==> src/rtl/count_disp_pkg.sv <==
// count_disp_pkg: shared definitions for the counter BCD display block.
// Holds the conversion FSM state encoding, the seven-segment codes
// (gfedcba, active-high), the anode select codes and the add-3 helper
// used by the double-dabble engine.
package count_disp_pkg;

    // Conversion FSM states.
    typedef enum logic [1:0] {
        ST_IDLE  = 2'd0,
        ST_SHIFT = 2'd1,
        ST_DONE  = 2'd2
    } state_e;

    // Segment codes, bit0 = a ... bit6 = g.
    localparam logic [6:0] SEG_0     = 7'b0111111;
    localparam logic [6:0] SEG_1     = 7'b0000110;
    localparam logic [6:0] SEG_2     = 7'b1011011;
    localparam logic [6:0] SEG_3     = 7'b1001111;
    localparam logic [6:0] SEG_4     = 7'b1100110;
    localparam logic [6:0] SEG_5     = 7'b1101101;
    localparam logic [6:0] SEG_6     = 7'b1111101;
    localparam logic [6:0] SEG_7     = 7'b0000111;
    localparam logic [6:0] SEG_8     = 7'b1111111;
    localparam logic [6:0] SEG_9     = 7'b1101111;
    localparam logic [6:0] SEG_BLANK = 7'b0000000;

    // Digit enables, active-high.
    localparam logic [1:0] AN_ONES = 2'b01;
    localparam logic [1:0] AN_TENS = 2'b10;

    // Double-dabble correction: a BCD nibble of 5 or more gets +3 before
    // the shift so that it carries correctly into the next decade.
    function automatic logic [3:0] add3(input logic [3:0] nib);
        logic [3:0] res;
        res = (nib >= 4'd5) ? (nib + 4'd3) : nib;
        return res;
    endfunction

endpackage

==> src/rtl/seg7_dec.sv <==
// seg7_dec: combinational BCD digit to seven-segment decoder.
// Output is active-high, bit0 = a ... bit6 = g. Non-decimal inputs
// (10..15) produce a blank pattern.
module seg7_dec
    import count_disp_pkg::*;
(
    input  logic [3:0] digit,
    output logic [6:0] seg
);

    // Table lookup from digit to segment pattern.
    always_comb begin
        seg = SEG_BLANK;
        case (digit)
            4'd0:    seg = SEG_0;
            4'd1:    seg = SEG_1;
            4'd2:    seg = SEG_2;
            4'd3:    seg = SEG_3;
            4'd4:    seg = SEG_4;
            4'd5:    seg = SEG_5;
            4'd6:    seg = SEG_6;
            4'd7:    seg = SEG_7;
            4'd8:    seg = SEG_8;
            4'd9:    seg = SEG_9;
            default: seg = SEG_BLANK;
        endcase
    end

endmodule

==> src/rtl/count_bcd_display.sv <==
// count_bcd_display: samples the mod-21 event counter on a strobe, converts
// it to two BCD digits with a sequential shift-add-3 engine (IN_W shift
// cycles) and time-multiplexes the digits onto a 2-digit common-cathode
// seven-segment display.
//
// Handshake: q_in is captured on the posedge where q_vld=1 and the FSM is
// in IDLE; there is no ready output, the strobe is simply ignored while a
// conversion is running or finishing. busy is high from the capture edge
// until the FSM enters DONE; done pulses for one cycle in the cycle where
// bcd_tens/bcd_ones first show the new result.
//
// Optional build macro COUNT_BCD_PENDING_EN: adds a one-deep pending slot
// so that a strobe arriving while not IDLE is remembered (latest wins) and
// started straight from DONE.
module count_bcd_display
    import count_disp_pkg::*;
#(
    parameter int IN_W        = 5,
    parameter int REFRESH_DIV = 4
) (
    input  logic            ck,
    input  logic            rs,
    input  logic [IN_W-1:0] q_in,
    input  logic            q_vld,
    output logic            busy,
    output logic            done,
    output logic [3:0]      bcd_tens,
    output logic [3:0]      bcd_ones,
    output logic [6:0]      seg,
    output logic [1:0]      an,
    output logic [1:0]      dbg_state
);

    localparam int CNT_W = $clog2(IN_W + 1);
    localparam int RF_W  = (REFRESH_DIV > 1) ? $clog2(REFRESH_DIV) : 1;
    localparam int CAT_W = 8 + IN_W;

    // ------------------------------------------------------------------
    // Conversion state
    // ------------------------------------------------------------------
    state_e            state_q;
    logic              busy_q;
    logic              done_q;
    logic [3:0]        tens_q;
    logic [3:0]        ones_q;
    logic [IN_W-1:0]   sh_q;
    logic [7:0]        scr_q;
    logic [CNT_W-1:0]  cnt_q;

`ifdef COUNT_BCD_PENDING_EN
    logic              pend_v_q;
    logic [IN_W-1:0]   pend_q;
`endif

    // Combinational double-dabble step
    logic [7:0]        scr_adj;
    logic [CAT_W-1:0]  cat_adj;
    logic [CAT_W-1:0]  cat_shl;
    logic [7:0]        scr_nxt;
    logic [IN_W-1:0]   sh_nxt;

    // Add-3 correction on both scratch nibbles, then shift {scratch, shift}
    // left by one. The concatenation is rotated rather than shifted: its
    // MSB is always zero (a 5-bit value never needs more than 8 BCD bits),
    // so the rotate brings a zero into the shift register LSB and keeps
    // every bit of the vector in use.
    always_comb begin
        scr_adj = {add3(scr_q[7:4]), add3(scr_q[3:0])};
        cat_adj = {scr_adj, sh_q};
        cat_shl = {cat_adj[CAT_W-2:0], cat_adj[CAT_W-1]};
        scr_nxt = cat_shl[CAT_W-1:IN_W];
        sh_nxt  = cat_shl[IN_W-1:0];
    end

    // Conversion FSM with registered busy/done/digit outputs.
    always_ff @(posedge ck or posedge rs) begin
        if (rs) begin
            state_q  <= ST_IDLE;
            busy_q   <= 1'b0;
            done_q   <= 1'b0;
            tens_q   <= 4'd0;
            ones_q   <= 4'd0;
            sh_q     <= '0;
            scr_q    <= 8'd0;
            cnt_q    <= '0;
`ifdef COUNT_BCD_PENDING_EN
            pend_v_q <= 1'b0;
            pend_q   <= '0;
`endif
        end else begin
            done_q <= 1'b0;
            case (state_q)
                ST_IDLE: begin
                    if (q_vld) begin
                        sh_q    <= q_in;
                        scr_q   <= 8'd0;
                        cnt_q   <= '0;
                        busy_q  <= 1'b1;
                        state_q <= ST_SHIFT;
                    end
                end

                ST_SHIFT: begin
                    scr_q <= scr_nxt;
                    sh_q  <= sh_nxt;
                    if (cnt_q == CNT_W'(IN_W - 1)) begin
                        cnt_q   <= '0;
                        busy_q  <= 1'b0;
                        state_q <= ST_DONE;
                    end else begin
                        cnt_q <= cnt_q + CNT_W'(1);
                    end
`ifdef COUNT_BCD_PENDING_EN
                    // Remember the latest strobe seen while converting.
                    if (q_vld) begin
                        pend_v_q <= 1'b1;
                        pend_q   <= q_in;
                    end
`endif
                end

                ST_DONE: begin
                    tens_q  <= scr_q[7:4];
                    ones_q  <= scr_q[3:0];
                    done_q  <= 1'b1;
                    state_q <= ST_IDLE;
`ifdef COUNT_BCD_PENDING_EN
                    // A strobe in this very cycle is newer than the slot.
                    if (q_vld || pend_v_q) begin
                        sh_q     <= q_vld ? q_in : pend_q;
                        scr_q    <= 8'd0;
                        cnt_q    <= '0;
                        busy_q   <= 1'b1;
                        pend_v_q <= 1'b0;
                        state_q  <= ST_SHIFT;
                    end
`endif
                end

                default: begin
                    busy_q  <= 1'b0;
                    state_q <= ST_IDLE;
                end
            endcase
        end
    end

    assign busy      = busy_q;
    assign done      = done_q;
    assign bcd_tens  = tens_q;
    assign bcd_ones  = ones_q;
    assign dbg_state = state_q;

    // ------------------------------------------------------------------
    // Display multiplexer
    // ------------------------------------------------------------------
    logic [RF_W-1:0] rf_q;
    logic [RF_W-1:0] rf_d;
    logic [1:0]      an_q;
    logic [1:0]      an_d;
    logic [6:0]      seg_q;
    logic [6:0]      seg_d;
    logic [3:0]      tens_nxt;
    logic [3:0]      ones_nxt;
    logic [3:0]      mux_digit;
    logic [6:0]      dec_seg;

    // Refresh counter and anode toggle on wrap. The segment register is
    // fed from the next-cycle anode and digit values so that seg and an
    // always describe the same digit, including right after a conversion.
    always_comb begin
        rf_d = rf_q + RF_W'(1);
        an_d = an_q;
        if (rf_q == RF_W'(REFRESH_DIV - 1)) begin
            rf_d = '0;
            an_d = (an_q == AN_ONES) ? AN_TENS : AN_ONES;
        end

        tens_nxt = (state_q == ST_DONE) ? scr_q[7:4] : tens_q;
        ones_nxt = (state_q == ST_DONE) ? scr_q[3:0] : ones_q;

        mux_digit = (an_d == AN_TENS) ? tens_nxt : ones_nxt;

        // Leading-zero blanking on the tens position.
        if ((an_d == AN_TENS) && (tens_nxt == 4'd0)) begin
            seg_d = SEG_BLANK;
        end else begin
            seg_d = dec_seg;
        end
    end

    seg7_dec u_seg7_dec (
        .digit (mux_digit),
        .seg   (dec_seg)
    );

    // Display registers: refresh counter, anode select, segment pattern.
    always_ff @(posedge ck or posedge rs) begin
        if (rs) begin
            rf_q  <= '0;
            an_q  <= AN_ONES;
            seg_q <= SEG_BLANK;
        end else begin
            rf_q  <= rf_d;
            an_q  <= an_d;
            seg_q <= seg_d;
        end
    end

    assign seg = seg_q;
    assign an  = an_q;

endmodule

==> config.mk <==
export PLATFORM = sky130hd
export DESIGN_NAME = count_bcd_display
export DESIGN_NICKNAME = d
export VERILOG_FILES = /design/src/rtl/count_disp_pkg.sv /design/src/rtl/seg7_dec.sv /design/src/rtl/count_bcd_display.sv
export SDC_FILE = /design/constraint.sdc
export NUM_CORES = 1
export LEC_CHECK = 0
export ABC_AREA = 1
export BUFFER_PORTS_ARGS = -buffer_cell sky130_fd_sc_hd__buf_2
export CAP_MARGIN = 20
export CORE_UTILIZATION = 35
export CTS_BUF_LIST = sky130_fd_sc_hd__clkbuf_4
export DETAILED_ROUTE_END_ITERATION = 16
export GPL_ROUTABILITY_DRIVEN = 1
export SLEW_MARGIN = 10
export SYNTH_ARGS = -nofsm -noshare
export SYNTH_HDL_FRONTEND = slang
export SYNTH_SLANG_ARGS = --single-unit
==> constraint.sdc <==
create_clock -name ck -period 5 [get_ports ck]
set_input_delay 0.5 -clock ck [delete_from_list [all_inputs] [get_ports ck]]
set_output_delay 0.5 -clock ck [all_outputs]
set_load 0.02 [all_outputs]
==> reports/results.ini <==
[timing]
worstMarginPinSlew_ps=792
maxSlewHeadroom_pct=47.0
drv_slew=0
finalCritPeriodShare_pct=41.5
max_freq_mhz=481
rsz0062_at_grt=no
fin_worst_skew_ps=9.61
finalHoldViolCount=0
period_minus_slack_ps=2080
setup_tns_ps=0
setup_violations=0
holdWs_ps=264

[cts]
cts_resized=0
tritoncts=built
post_cts_buffers=0
clk-insertion-delay-late_ps=340
clockBufferDepth=2
htree_levels=2
cts-hold-fix-buffers=0
clk_pin_slew_ps=110
numCtsBuffers=5
clock_sinks=39
cts_root_buffer=clkbuf_4

[layout]
nets=278
synthToLayoutAreaGrowth_pct=13.3
fill_cells=574
n_antenna_cell=0
final_common_cell=dfrtp_1
postLayoutCoreUtil_pct=41.4
final_area_um2=2290
final_cell_mix=dfrtp_1 (38), inv_1 (35), nand2_1 (33)
final-seq-area_um2=977
multi_input_area_um2=877
drive_above_1_share_pct=27.8

[floorplan]
fp.dieH_um=78.1
design.core.area_um2=5540
std_cell_rows=27
die_w_um=78.1
start_util_pct=36.6
dieArea_um2=6100
pin_count=29

[setup_path]
arrival_ps=2350
end_kind=register
worstSetupPathType=reg2reg
crit_path_max_fanout=14
start_kind=register
required_ps=5270

[yosys]
synth.area.top_cells=dfrtp_1 (47%), ha_1 (7.4%), inv_1 (6.5%), nand2_1 (6.1%), o21ai_0 (4.4%)
yosysSeqAreaShare_pct=48.2
syn_avg_cell_area_um2=8.96
ys_warn_count=0
synth_top_area_share_pct=46.9
ys_ff_latch=39
syn_inst=226
ys_types=28
syn-num-nets=246
synth_top_area_cell=dfrtp_1
netlist_area_um2=2030

[route]
viasPerCell=4.58
post_drt_wl_per_cell_um=11.3
totalWireLength_mm=3.73
via_count=1516
drt_iter0_drc=124
drc=0
drtPass1Iterations=5
ant_nets=0

[status]
status=completed

[grt]
grt_pass1_vias=1397
overflow=0
grt_max_degree=40
grt_use_total_pct=13.6
grt_pass1_wl_mm=6.44
antenna_found_initial=0

[power]
vdd_drop_max_uv=166
cellPowerDensity_nw_per_um2=612
finalPower_mw=1.40
p_leak_nw=1.17

[place]
routabilityCongestion=0.861
io_buffers=28
postPlaceCellArea_um2=2230
hpwl_mm=2.78

[min_path]
min_path_type=in2async

[flow_run]
drv_cap=0

[worst max-delay path, cell delays in order (launching register included)]
cell,delay [ps]
dfrtp_1,440
inv_2,70
nor2_1,610
nor2_2,150
inv_1,360
nand2_1,110
xor2_1,160
a21oi_1,110
[power by group]
group | leakage, nW | total, mW | internal (mW) | switching [mW]
Sequential | 0.466 | 0.514 | 0.443 | 0.0709
Clock | 0.0368 | 0.173 | 0.0724 | 0.100
Combinational | 0.672 | 0.717 | 0.249 | 0.468
[worst paths after layout]
path,slack [ps],depth (start not counted),start,end
min,260,3,rs,seg[2]
min reg2reg,430,1,rf_q[0],rf_q[0]
max,2920,7,dbg_state[0],cnt_q[2]
max in group asynchronous,4370,3,rs,an[0]
min in group ck,420,3,q_in[2],sh_q[2]
max reg2reg,2920,7,dbg_state[0],cnt_q[2]
[cell usage after synthesis (all sizes together)]
cell type   n
nand2      46
dfrtp      38
inv        38
o21ai      28
nor2       26
a21oi      12
ha         12
nand3       7
o22ai       4
buf         3
xor2        3
nor3        2
a221oi      1
and2        1
clkbuf      1
dfstp       1
nand4       1
o211ai      1
or2         1
[cells by family after synthesis]
group	after synthesis	synth area share [%]
adders and majority gates	12	7.41
DFF	39	48.2
and+or+nand+nor	84	20.4
AOI/OAI and AO/OA	46	14.1
xor gates and xnor gates	3	1.30
buffers and inverters	42	8.46
[metrics by stage]
step,setup WS (ps),std cells
6_report,2920,331
5_1_grt,2690,331
4_1_cts,2960,331
3_5_place_dp,2980,323
3_3_place_gp,2980,323
2_1_floorplan,3100,226
[metal layers]
layer	global-route usage (%)	vias to the layer above	share of wire [%]	wire length [um]
met4	5.56	0	1.7	62
li1	-	780	-	-
met5	0	-	0	0
met1	18.3	702	50	1880
met2	20.9	29	44	1660
met3	3.26	5	3.5	130
[sequential cells by signal, indices dropped and copies added (netlist names), 2 cells and up]
| register | cells |
|---|---|
| bcd_tens | 4 |
| seg | 7 |
| cnt_q | 3 |
| rf_q | 2 |
| sh_q | 5 |
| dbg_state | 2 |
| an | 2 |
| bcd_ones | 4 |
| scr_q | 8 |
[cell type report]
cell class / instances / share of cell area (%)
Clock buffer: 8 / 2.62
Tap cell: 72 / 3.93
Timing Repair Buffer: 29 / 6.43
Sequential cell: 39 / 42.6
Multi-Input combinational cell: 145 / 38.2
Inverter: 38 / 6.22
Note: power is estimated with default switching activity, not from simulation.
